<file path="src/rtl/sd_host_phy_pkg.sv">
// Shared types for the SD host PHY: SD clock FSM states and the DAT lane used for read-wait.
package sd_host_phy_pkg;

    typedef enum logic [1:0] {
        IDLE   = 2'd0,
        HIGH   = 2'd1,
        LOW    = 2'd2,
        PAUSED = 2'd3
    } clk_state_t;

    localparam int READ_WAIT_LANE = 2;

endpackage

</file>
<file path="src/rtl/sd_host_phy_clkgen.sv">
// SD clock generator: divider FSM with rise/fall strobes one cycle ahead of the pin edge.
// Phases last clk_div+1 cycles; pause/disable only take effect at phase boundaries.
module sd_host_phy_clkgen
    import sd_host_phy_pkg::*;
#(
    parameter int DIV_WIDTH = 8
) (
    input  logic                 clk,
    input  logic                 rst_n,
    input  logic                 enable,
    input  logic                 pause,
    input  logic [DIV_WIDTH-1:0] clk_div,
    output logic                 rise_stb,
    output logic                 fall_stb,
    output logic                 phy_clk
);

    clk_state_t           state, state_nxt;
    logic [DIV_WIDTH-1:0] count, count_nxt;
    // Holds the FSM and strobes quiet until the first clock after reset release.
    logic                 live;

    always_ff @(posedge clk or negedge rst_n) begin
        if (!rst_n) begin
            state   <= IDLE;
            count   <= '0;
            phy_clk <= 1'b0;
            live    <= 1'b0;
        end else begin
            live    <= 1'b1;
            state   <= state_nxt;
            count   <= count_nxt;
            phy_clk <= (state_nxt == HIGH);
        end
    end

    always_comb begin
        state_nxt = state;
        count_nxt = count;
        rise_stb  = 1'b0;
        fall_stb  = 1'b0;
        if (live) begin
            case (state)
                IDLE: begin
                    if (enable) begin
                        state_nxt = HIGH;
                        count_nxt = clk_div;
                        rise_stb  = 1'b1;
                    end
                end
                HIGH: begin
                    if (count == '0) begin
                        state_nxt = LOW;
                        count_nxt = clk_div;
                        fall_stb  = 1'b1;
                    end else begin
                        count_nxt = count - DIV_WIDTH'(1);
                    end
                end
                LOW: begin
                    if (count == '0) begin
                        if (!enable) begin
                            state_nxt = IDLE;
                            count_nxt = '0;
                        end else if (pause) begin
                            state_nxt = PAUSED;
                            count_nxt = '0;
                        end else begin
                            state_nxt = HIGH;
                            count_nxt = clk_div;
                            rise_stb  = 1'b1;
                        end
                    end else begin
                        count_nxt = count - DIV_WIDTH'(1);
                    end
                end
                PAUSED: begin
                    if (!enable) begin
                        state_nxt = IDLE;
                    end else if (!pause) begin
                        state_nxt = HIGH;
                        count_nxt = clk_div;
                        rise_stb  = 1'b1;
                    end
                end
                default: begin
                    state_nxt = IDLE;
                    count_nxt = '0;
                end
            endcase
        end
    end

endmodule

</file>
<file path="src/rtl/sd_host_phy_generic.sv">
// Generic SD host PHY: fabric clock divider, TX launch on fall strobe, RX sync + selectable sample tap.
// RX valid lands 3+tap cycles after o_rise_stb. Optional read-wait on DAT2 via SD_PHY_READ_WAIT_EN.
module sd_host_phy_generic
    import sd_host_phy_pkg::*;
#(
    parameter int  DATA_WIDTH  = 4,
    parameter int  DIV_WIDTH   = 8,
    parameter int  SAMPLE_TAPS = 4,
    localparam int TAP_W       = $clog2(SAMPLE_TAPS)
) (
    input  logic                  clk,
    input  logic                  rst_n,
    input  logic                  i_enable,
    input  logic                  i_pause,
    input  logic [DIV_WIDTH-1:0]  i_clk_div,
    input  logic [TAP_W-1:0]      i_sample_tap,
    output logic                  o_rise_stb,
    output logic                  o_fall_stb,
    input  logic                  i_sd_cmd_dir,
    input  logic                  i_sd_cmd_out,
    output logic                  o_sd_cmd_in,
    input  logic                  i_sd_data_dir,
    input  logic [DATA_WIDTH-1:0] i_sd_data_out,
    output logic [DATA_WIDTH-1:0] o_sd_data_in,
    output logic                  o_rx_vld,
    input  logic                  i_read_wait,
    output logic                  o_phy_clk,
    output logic                  o_phy_cmd_out,
    output logic                  o_phy_cmd_oe,
    input  logic                  i_phy_cmd,
    output logic [DATA_WIDTH-1:0] o_phy_data_out,
    output logic [DATA_WIDTH-1:0] o_phy_data_oe,
    input  logic [DATA_WIDTH-1:0] i_phy_data
);

    if (!(DATA_WIDTH == 1 || DATA_WIDTH == 4 || DATA_WIDTH == 8)) begin : g_bad_width
        $error("sd_host_phy_generic: DATA_WIDTH must be 1, 4 or 8");
    end
    if (SAMPLE_TAPS < 2 || (SAMPLE_TAPS & (SAMPLE_TAPS - 1)) != 0) begin : g_bad_taps
        $error("sd_host_phy_generic: SAMPLE_TAPS must be a power of two >= 2");
    end

    sd_host_phy_clkgen #(
        .DIV_WIDTH (DIV_WIDTH)
    ) u_clkgen (
        .clk      (clk),
        .rst_n    (rst_n),
        .enable   (i_enable),
        .pause    (i_pause),
        .clk_div  (i_clk_div),
        .rise_stb (o_rise_stb),
        .fall_stb (o_fall_stb),
        .phy_clk  (o_phy_clk)
    );

    // TX launch registers: pins move in the same cycle the SD clock falls.
    logic                  cmd_dir_q, cmd_out_q, data_dir_q;
    logic [DATA_WIDTH-1:0] data_out_q;

    always_ff @(posedge clk or negedge rst_n) begin
        if (!rst_n) begin
            cmd_dir_q  <= 1'b0;
            cmd_out_q  <= 1'b1;
            data_dir_q <= 1'b0;
            data_out_q <= '1;
        end else if (o_fall_stb) begin
            cmd_dir_q  <= i_sd_cmd_dir;
            cmd_out_q  <= i_sd_cmd_out;
            data_dir_q <= i_sd_data_dir;
            data_out_q <= i_sd_data_out;
        end
    end

    logic rw_drive;
`ifdef SD_PHY_READ_WAIT_EN
    if (DATA_WIDTH <= READ_WAIT_LANE) begin : g_rw_width
        $error("sd_host_phy_generic: read-wait needs DATA_WIDTH >= 4");
    end

    logic read_wait_q;

    always_ff @(posedge clk or negedge rst_n) begin
        if (!rst_n) begin
            read_wait_q <= 1'b0;
        end else if (o_fall_stb) begin
            read_wait_q <= i_read_wait;
        end
    end

    assign rw_drive = read_wait_q & ~data_dir_q;
`else
    logic unused_read_wait;
    assign unused_read_wait = i_read_wait;
    assign rw_drive         = 1'b0;
`endif

    logic [DATA_WIDTH-1:0] rw_mask;
    if (DATA_WIDTH > READ_WAIT_LANE) begin : g_rw_mask
        always_comb begin
            rw_mask                 = '0;
            rw_mask[READ_WAIT_LANE] = rw_drive;
        end
    end else begin : g_no_rw_mask
        assign rw_mask = '0;
    end

    assign o_phy_cmd_oe   = cmd_dir_q;
    assign o_phy_cmd_out  = cmd_out_q;
    assign o_phy_data_oe  = {DATA_WIDTH{data_dir_q}} | rw_mask;
    assign o_phy_data_out = data_out_q & ~rw_mask;

    // RX: the tap delays the strobe, so a larger tap moves the effective sample point later
    // while the data itself always sits two flops behind the pins.
    logic [DATA_WIDTH:0]    rx_s1, rx_s2;
    logic                   stb_s1, stb_s2;
    logic [SAMPLE_TAPS-1:0] stb_taps;

    always_ff @(posedge clk or negedge rst_n) begin
        if (!rst_n) begin
            rx_s1    <= '1;
            rx_s2    <= '1;
            stb_s1   <= 1'b0;
            stb_s2   <= 1'b0;
            stb_taps <= '0;
        end else begin
            rx_s1    <= {i_phy_cmd, i_phy_data};
            rx_s2    <= rx_s1;
            stb_s1   <= o_rise_stb;
            stb_s2   <= stb_s1;
            stb_taps <= {stb_taps[SAMPLE_TAPS-2:0], stb_s2};
        end
    end

    assign {o_sd_cmd_in, o_sd_data_in} = rx_s2;
    assign o_rx_vld                     = stb_taps[i_sample_tap];

endmodule

</file>
<file path="config.mk">
export PLATFORM = sky130hd
export DESIGN_NAME = sd_host_phy_generic
export DESIGN_NICKNAME = d
export VERILOG_FILES = /design/src/rtl/sd_host_phy_pkg.sv /design/src/rtl/sd_host_phy_clkgen.sv /design/src/rtl/sd_host_phy_generic.sv
export SDC_FILE = /design/constraint.sdc
export NUM_CORES = 1
export LEC_CHECK = 0
export BUFFER_PORTS_ARGS = -buffer_cell sky130_fd_sc_hd__buf_2
export CAP_MARGIN = 20
export CELL_PAD_IN_SITES_DETAIL_PLACEMENT = 2
export CELL_PAD_IN_SITES_GLOBAL_PLACEMENT = 2
export CORE_MARGIN = 2
export CORE_UTILIZATION = 33
export CTS_CLUSTER_SIZE = 8
export DETAILED_ROUTE_END_ITERATION = 8
export GPL_TIMING_DRIVEN = 0
export PLACE_DENSITY_LB_ADDON = 0.1
export SYNTH_ARGS = -nofsm -noshare
export SYNTH_HDL_FRONTEND = slang
export SYNTH_SLANG_ARGS = --single-unit
</file>
<file path="constraint.sdc">
create_clock -name clk -period 2.55 [get_ports clk]
set_input_delay 0.6375 -clock clk [delete_from_list [all_inputs] [get_ports clk]]
set_output_delay 0.6375 -clock clk [all_outputs]
set_load 0.01 [all_outputs]
</file>
* Yosys cells after proc, flatten, opt, wreduce, memory -nomap -nowiden
Cells that the tools add are included.
Operators by class: add/subtract/negate cells 1, order comparisons 1, eq/ne operators 7, muxes and demuxes 28, reduce and logical (&&, ||, !) cells 3
Operators with widths (number):
- 2-to-1 mux 8 bit | 7
- one-hot mux 8 bit (4 select lines) | 1
- 2-to-1 mux 2 bit | 8
- 2-to-1 mux 1 bit | 9
- zero test 8 bit | 1
- one-hot mux 2 bit (4 select lines) | 1
- subtractor 8 x 1 -> 8 bit (second input constant) | 1
- != test 2 bit (second input constant) | 3
- == test 2 x 1 -> 1 bit (second input constant) | 2
- == test 2 bit (second input constant) | 2
- AND reduction 4 bit | 1
- less-than comparator 2 x 3 -> 1 bit (second input constant) | 1
- one-hot mux 1 bit (3 select lines) | 1
- binary-select mux 1 bit (select 2 bit) | 1
- zero test 2 bit | 1
Storage, ports and cells: flip-flop bits (word level) 35, input bits 27, output and inout port bits 19

* Longest topological paths before layout
Gate-level depths: netlist of the first run.
depth in word-level cells 6, depth in mapped cells 8, depth with buffers taken out 7

* Modules after synthesis
From an unflattened synthesis of the first run, not the netlist that was laid out.
Unflattened totals: cell total of the unflattened synthesis 136, area, all modules 1659.1 sq um
By module, submodules not included:
- sd_host_phy_clkgen | instances 1, cells an instance 100, area each 928.4 sq um
- sd_host_phy_generic | instances 1, cells an instance 36, area each 730.7 sq um

* Worst setup path before layout of the first run
OpenSTA, ideal clock, no wires.
path kind reg2out, from reg u_clkgen.count[0], to out o_fall_stb, data arrival time 1482 ps, data required time 1913 ps, slack 430 ps, stages on the path, launching flop included 8, buffers on the path 2, cells stage by stage dfrtp_1 inv_1 ha_1 nor4b_4 and2_1 buf_6 and3_4 buf_12
On the way: longest elaborated chain between the ends 4
RTL lines:
- start: declaration | RTL line sd_host_phy_clkgen.sv:19 | logic [DIV_WIDTH-1:0] count, count_nxt;
- start signal: assignment | RTL line sd_host_phy_clkgen.sv:32 | count <= count_nxt;
- zero test 8 bit | RTL line sd_host_phy_clkgen.sv:52 | if (count == '0) begin
- 2-to-1 mux 1 bit | RTL line sd_host_phy_clkgen.sv:52
- 2-to-1 mux 1 bit | RTL line sd_host_phy_clkgen.sv:43 | case (state)
- 2-to-1 mux 1 bit | RTL line sd_host_phy_clkgen.sv:42 | if (live) begin
- end: declaration | RTL line sd_host_phy_generic.sv:18 | output logic o_fall_stb,
No other way between the ends.

* Worst setup path after layout of the first run
from reg u_clkgen.count[1], to out o_fall_stb
The elaborated chain is that of the path after synthesis.

==> impl_metrics.json, run 1 <==
{
  "seq_area_frac_synth": 0.516,
  "swShare": 0.392,
  "min_from": "rx_s1[0]",
  "yosys.area.top_type": "dfrtp_1",
  "vias_per_cell": 4.95,
  "avgSynthCellArea_um2": 11.3,
  "htree_levels": 2,
  "cp-end-kind": "primary output",
  "fin_nets": 245,
  "peakVddDrop_mv": 0.376,
  "cts_root_buffer": "clkbuf_8",
  "fin_crit_ns": 2.46,
  "fin_worst_skew_ns": 0.00980,
  "numCtsBuffers": 5,
  "net-switching-power_uw": 1070,
  "fillerInstances": 586,
  "hold_path.class": "register to register",
  "routabilityCongestion": 0.789,
  "synth_commonest_cells": "20 x dfrtp_1, 18 x o21ai_0, 15 x dfstp_2",
  "outcome": "finished, final reports clean",
  "cts_tree": "yes",
  "drtIter0Drc": 35,
  "critPathKind": "register to primary output",
  "pwr-share-clk": 0.188,
  "rsz0062_at_grt": "yes",
  "p_int_uw": 1650,
  "p_per_area_nw_per_um2": 1220,
  "slowest_stage": "dfrtp_1",
  "max_slew_margin": 0.478,
  "synth.most_common_cell": "dfrtp_1",
  "power_frac_seq": 0.331,
  "pin_count": 46,
  "antenna_left": 0,
  "fin_tns_setup_ns": 0,
  "setup_ws_ns": 0.0868,
  "die_h_um": 76.5,
  "syn_area_um2": 1740,
  "layout-drive-gt1-share": 0.476,
  "leakage_uw": 0.00104,
  "finalHoldViolCount": 0,
  "synthCells": 154,
  "cp-start-kind": "register",
  "drc": 0,
  "pre_cts_slack_ns": 0.0794,
  "initial_core_util": 0.342,
  "path_cells": "inv_2 > ha_4 > nor4b_4 > and2_1 > buf_6 > and3_4 > buf_12 > buf_2",
  "wirelength_um": 4730,
  "vias": 1395,
  "whs_ns": 0.359,
  "ys_seq_elements": 35,
  "place_hpwl_um": 3460,
  "synth.distinct_cells": 40,
  "synth_edf_count": 0,
  "row_count": 26,
  "fmax_ghz": 0.406,
  "grt_pass1_vias": 1518,
  "path_clk_slew_ns": 0.08,
  "clk_path_buf_depth": 2,
  "wire_per_inst_um": 16.8,
  "io_buffers": 44,
  "cp.arrival_ns": 1.83,
  "coreArea_um2": 5070,
  "crit_path_max_incr_delay_ns": 0.40,
  "critPathRequiredTime_ns": 1.91,
  "r2r-start": "u_clkgen.count[1]",
  "maxCapViolCount": 0,
  "async_flop_share": 1.00,
  "antenna_found_initial": 0,
  "maxSlewViolCount": 0,
  "fin_crit_sh": 0.966,
  "grt_remaining_overflow": 0,
  "yosysTopAreaCellShare": 0.288,
  "design.die.area_um2": 5850,
  "dr.pass1.iters": 4,
  "yosys_warnings": 0,
  "synth_area_leaders": "dfrtp_1 29%, dfstp_2 23%, mux2_4 6.1%, o21ai_0 5.2%, ha_1 5.0%",
  "critical_path.startpoint": "u_clkgen.count[1]",
  "grt_first_pass_wirelength_um": 8050,
  "synth_ff_type": "dfrtp_1",
  "crit_fanout": 3,
  "numClockSinks": 35,
  "worstSkewPairLatency_ns": 0.29,
  "die_x_um": 76.5,
  "grt_util_all_layers": 0.178,
  "setup_violations": 0,
  "n_antenna_cell": 0,
  "synth_fp_nets": 188,
  "worst_slew_pin_slew_ns": 0.783,
  "pwr-share-comb": 0.481,
  "grt_start_max_net_pins": 36,
  "area_growth_pct": 28.8
}
-- final timing paths --
check | endpoint | slack (ns) | cells after the start
min reg2reg | rx_s2[0] | 0.36 | 0
min in group asynchronous | stb_s1 | 0.42 | 1
max in group asynchronous | data_dir_q | 1.62 | 1
max | o_fall_stb | 0.09 | 8
max reg2reg | u_clkgen.count[7] | 0.34 | 9
min | rx_s2[0] | 0.36 | 0
-- kinds of logic (layout without fill, tap and decap cells) --
kind of cell,after synthesis,count (layout),synth area share
AOI/OAI and AO/OA,45,45,0.148
and+or+nand+nor,39,39,0.136
DFF,35,35,0.516
buffers and inverters,16,74,0.0577
muxes,9,9,0.0800
adders and majority gates,7,7,0.0505
xor gates and xnor gates,2,2,0.0101
other,1,1,0.00216
-- routing by layer --
layer	share of wire	up-vias	GRT usage	wire, µm
met3	0.053	7	0.0521	251
met2	0.48	36	0.299	2270
met1	0.45	702	0.221	2150
li1	-	650	-	-
met5	0	-	0	0
met4	0.013	0	0.0545	61
-- stage by stage --
stage | cell area, µm² | utilization | power [µW] | instances
final | 2240 | 0.441 | 2720 | 282
after floorplan | 1740 | - | 1720 | 154
after CTS | 2190 | 0.432 | 2690 | 280
after global routing | 2240 | 0.441 | 2950 | 282
after detailed placement | 2040 | 0.403 | 2120 | 268
after global placement | 2040 | 0.403 | 2040 | 268
-- cell usage in the layout (no fill, tap or decap), types with 2 or more instances in the layout --
master      n
a211oi_1    2
o21ai_0    18
buf_4      10
dfrtp_1    20
inv_2       2
a21oi_1    13
nor2_1      5
clkbuf_8    5
buf_2      45
nand2_1    10
dfstp_2    15
a22oi_1     3
mux2_4      7
nor3_1      6
clkbuf_1    2
inv_1       5
a31oi_1     2
ha_1        6
nand3_1     3
xnor2_1     2
a2bb2oi_1   3
nor2b_1     2
-- worst max-delay path: cells and delay by family, from the launching register on --
kind | cells | cell delay, ns
adders and majority gates | 1 | 0.14
DFF | 1 | 0.40
buffers and inverters | 4 | 0.40
and+or+nand+nor | 3 | 0.58
-- flip-flops by register name (all words and copies together) (netlist names) --
register and flops:
rx_s2 5, o_phy_data_out 4, u_clkgen.state 2, u_clkgen.phy_clk 1, u_clkgen.count 8, o_phy_cmd_out 1
stb_s2 1, stb_taps 4, rx_s1 5, stb_s1 1, o_phy_cmd_oe 1, u_clkgen.live 1
data_dir_q 1
-- power groups by stage --
stage / combinational [µW] / clock, µW / sequential, µW
CTS: 1270 / 524 / 903
detailed placement: 1220 / 0 / 902
floorplan: 824 / 0 / 900
finish: 1310 / 511 / 900
global placement: 1150 / 0 / 890
global route: 1470 / 555 / 925
-- area by class of cell --
type | instances | area [µm²] | share of cell area
Tap cell | 70 | 87.6 | 0.0392
Clock buffer | 5 | 68.8 | 0.0308
Inverter | 7 | 26.3 | 0.0118
Buffer | 9 | 73.8 | 0.0330
Clock inverter | 3 | 43.8 | 0.0196
Timing Repair Buffer | 50 | 265 | 0.119
Multi-Input combinational cell | 103 | 776 | 0.347
Sequential cell | 35 | 895 | 0.400
-- timing repair --
action | CTS | global route
setup buffers | 4 | 2
pin swaps | 1 | 4
gates resized for setup | 4 | 4
hold buffers | 0 | 0
endpoints found under the setup margin | 2 | 2
cloned | 0 | 0
(Power assumes the default switching activity.)
==> run 2, diff against run 1 <==
- SETUP_SLACK_MARGIN: default -> 0.1
==> impl_metrics.json, run 2 (synthesis gave the netlist of run 1 again) <==
{
  "outcome": "finished, final reports clean",
  "pre_cts_slack_ns": 0.0794,
  "die_h_um": 76.5,
  "vias_per_cell": 5.00,
  "largest_reg_flops": 8,
  "grt_start_max_net_pins": 36,
  "cts_root_buffer": "clkbuf_8",
  "worst_slew_pin_slew_ns": 0.786,
  "antenna_found_initial": 0,
  "wire_per_inst_um": 17.6,
  "crit_path_max_incr_delay_ns": 0.41,
  "coreArea_um2": 5070,
  "regMostFlops": "u_clkgen.count",
  "path_clk_slew_ns": 0.08,
  "initial_core_util": 0.342,
  "layout_common_cells": "44 x buf_2, 20 x dfrtp_1, 18 x o21ai_0",
  "wirelength_um": 5070,
  "design.die.area_um2": 5850,
  "cp-end-kind": "primary output",
  "path_cells": "inv_2 > ha_4 > nor4b_4 > and2_1 > buf_6 > and3_4 > buf_12 > buf_6",
  "hold_path.class": "register to register",
  "drc": 0,
  "leakage_uw": 0.00107,
  "p_per_area_nw_per_um2": 1240,
  "layout-drive-gt1-share": 0.491,
  "antenna_left": 0,
  "drtIter0Drc": 33,
  "setup_violations": 0,
  "cp-start-kind": "register",
  "slowest_stage": "dfrtp_1",
  "fin_crit_sh": 0.957,
  "worstSkewPairLatency_ns": 0.30,
  "numCtsBuffers": 5,
  "n_antenna_cell": 0,
  "path_common_cell": "buf_6",
  "top_regs": "u_clkgen.count x8, rx_s1 x5, rx_s2 x5",
  "htree_levels": 2,
  "fin_cells": 288,
  "critPathRequiredTime_ns": 1.91,
  "pin_count": 46,
  "vias": 1439,
  "finalHoldViolCount": 0,
  "area_growth_pct": 31.8,
  "reg2reg_depth": 9,
  "final_common_cell": "buf_2",
  "row_count": 26,
  "maxCapViolCount": 0,
  "crit_cells": 8,
  "fin_crit_ns": 2.44,
  "hold-path-cell-count": 0,
  "place_area_um2": 2040,
  "cts_hold_buf": 0,
  "maxSlewViolCount": 0,
  "fmax_ghz": 0.410,
  "grt_pass1_vias": 1533,
  "place_hpwl_um": 3460,
  "path_delay_family": "simple AND/OR/NAND/NOR gates",
  "fin_tns_setup_ns": 0,
  "place_inst": 268,
  "fin_worst_skew_ns": 0.00962,
  "peakVddDrop_mv": 0.371,
  "dr.pass1.iters": 4,
  "grt_remaining_overflow": 0,
  "cp.buffers_inverters": 4,
  "grt_first_pass_wirelength_um": 8100,
  "crit_fanout": 2,
  "postLayoutCellArea_um2": 2290,
  "cp.arrival_ns": 1.80,
  "routabilityCongestion": 0.789,
  "numClockSinks": 35,
  "setup_ws_ns": 0.109,
  "cts_tree": "yes",
  "max_slew_margin": 0.476,
  "rsz0062_at_grt": "yes",
  "clk_path_buf_depth": 2,
  "grt_util_all_layers": 0.179,
  "critPathKind": "register to primary output",
  "power.total_uw": 2830,
  "fin_nets": 251,
  "io_buffers": 44,
  "die_x_um": 76.5
}
-- run 2: metrics by stage --
step | utilization | hold WS (ns)
3_3_place_gp | 0.403 | 0.337
2_1_floorplan | - | 0.331
4_1_cts | 0.442 | 0.360
5_1_grt | 0.451 | 0.364
3_5_place_dp | 0.403 | 0.348
6_report | 0.451 | 0.359
-- run 2: power by group --
| part | total (µW) | internal, µW | switching [µW] |
|---|---|---|---|
| sequential | 900 | 751 | 149 |
| clock | 511 | 291 | 220 |
| combinational | 1410 | 673 | 741 |
-- run 2: final timing paths --
path	slack [ns]	to	startpoint
worst max-delay path	0.11	o_fall_stb	u_clkgen.count[0]
max in group asynchronous	1.63	u_clkgen.count[2]	rst_n
worst max register to register	0.24	u_clkgen.count[7]	u_clkgen.count[0]
worst min register to register	0.36	rx_s2[0]	rx_s1[0]
worst min-delay path	0.36	rx_s2[0]	rx_s1[0]
min in group asynchronous	0.42	stb_taps[2]	rst_n
-- run 2: repair_timing --
item | in CTS | in global routing
setup endpoints to repair | 2 | 2
gates resized for setup | 9 | 0
setup buffers | 6 | 6
pin swaps | 4 | 2
gates cloned | 0 | 0
-- run 2: metal layers --
| layer | GRT usage | up-vias | wire length [µm] |
|---|---|---|---|
| li1 | - | 659 | - |
| met5 | 0 | - | 0 |
| met3 | 0.0521 | 6 | 266 |
| met4 | 0.0545 | 0 | 61 |
| met2 | 0.305 | 42 | 2500 |
| met1 | 0.218 | 732 | 2240 |
-- run 2: cell type report --
class | count | area [µm²]
Sequential cell | 35 | 895
Tap cell | 70 | 87.6
Clock buffer | 5 | 68.8
Multi-Input combinational cell | 103 | 776
Fill cell | 585 | 2790
Inverter | 7 | 26.3
Buffer | 9 | 73.8
Timing Repair Buffer | 56 | 317
Clock inverter | 3 | 43.8
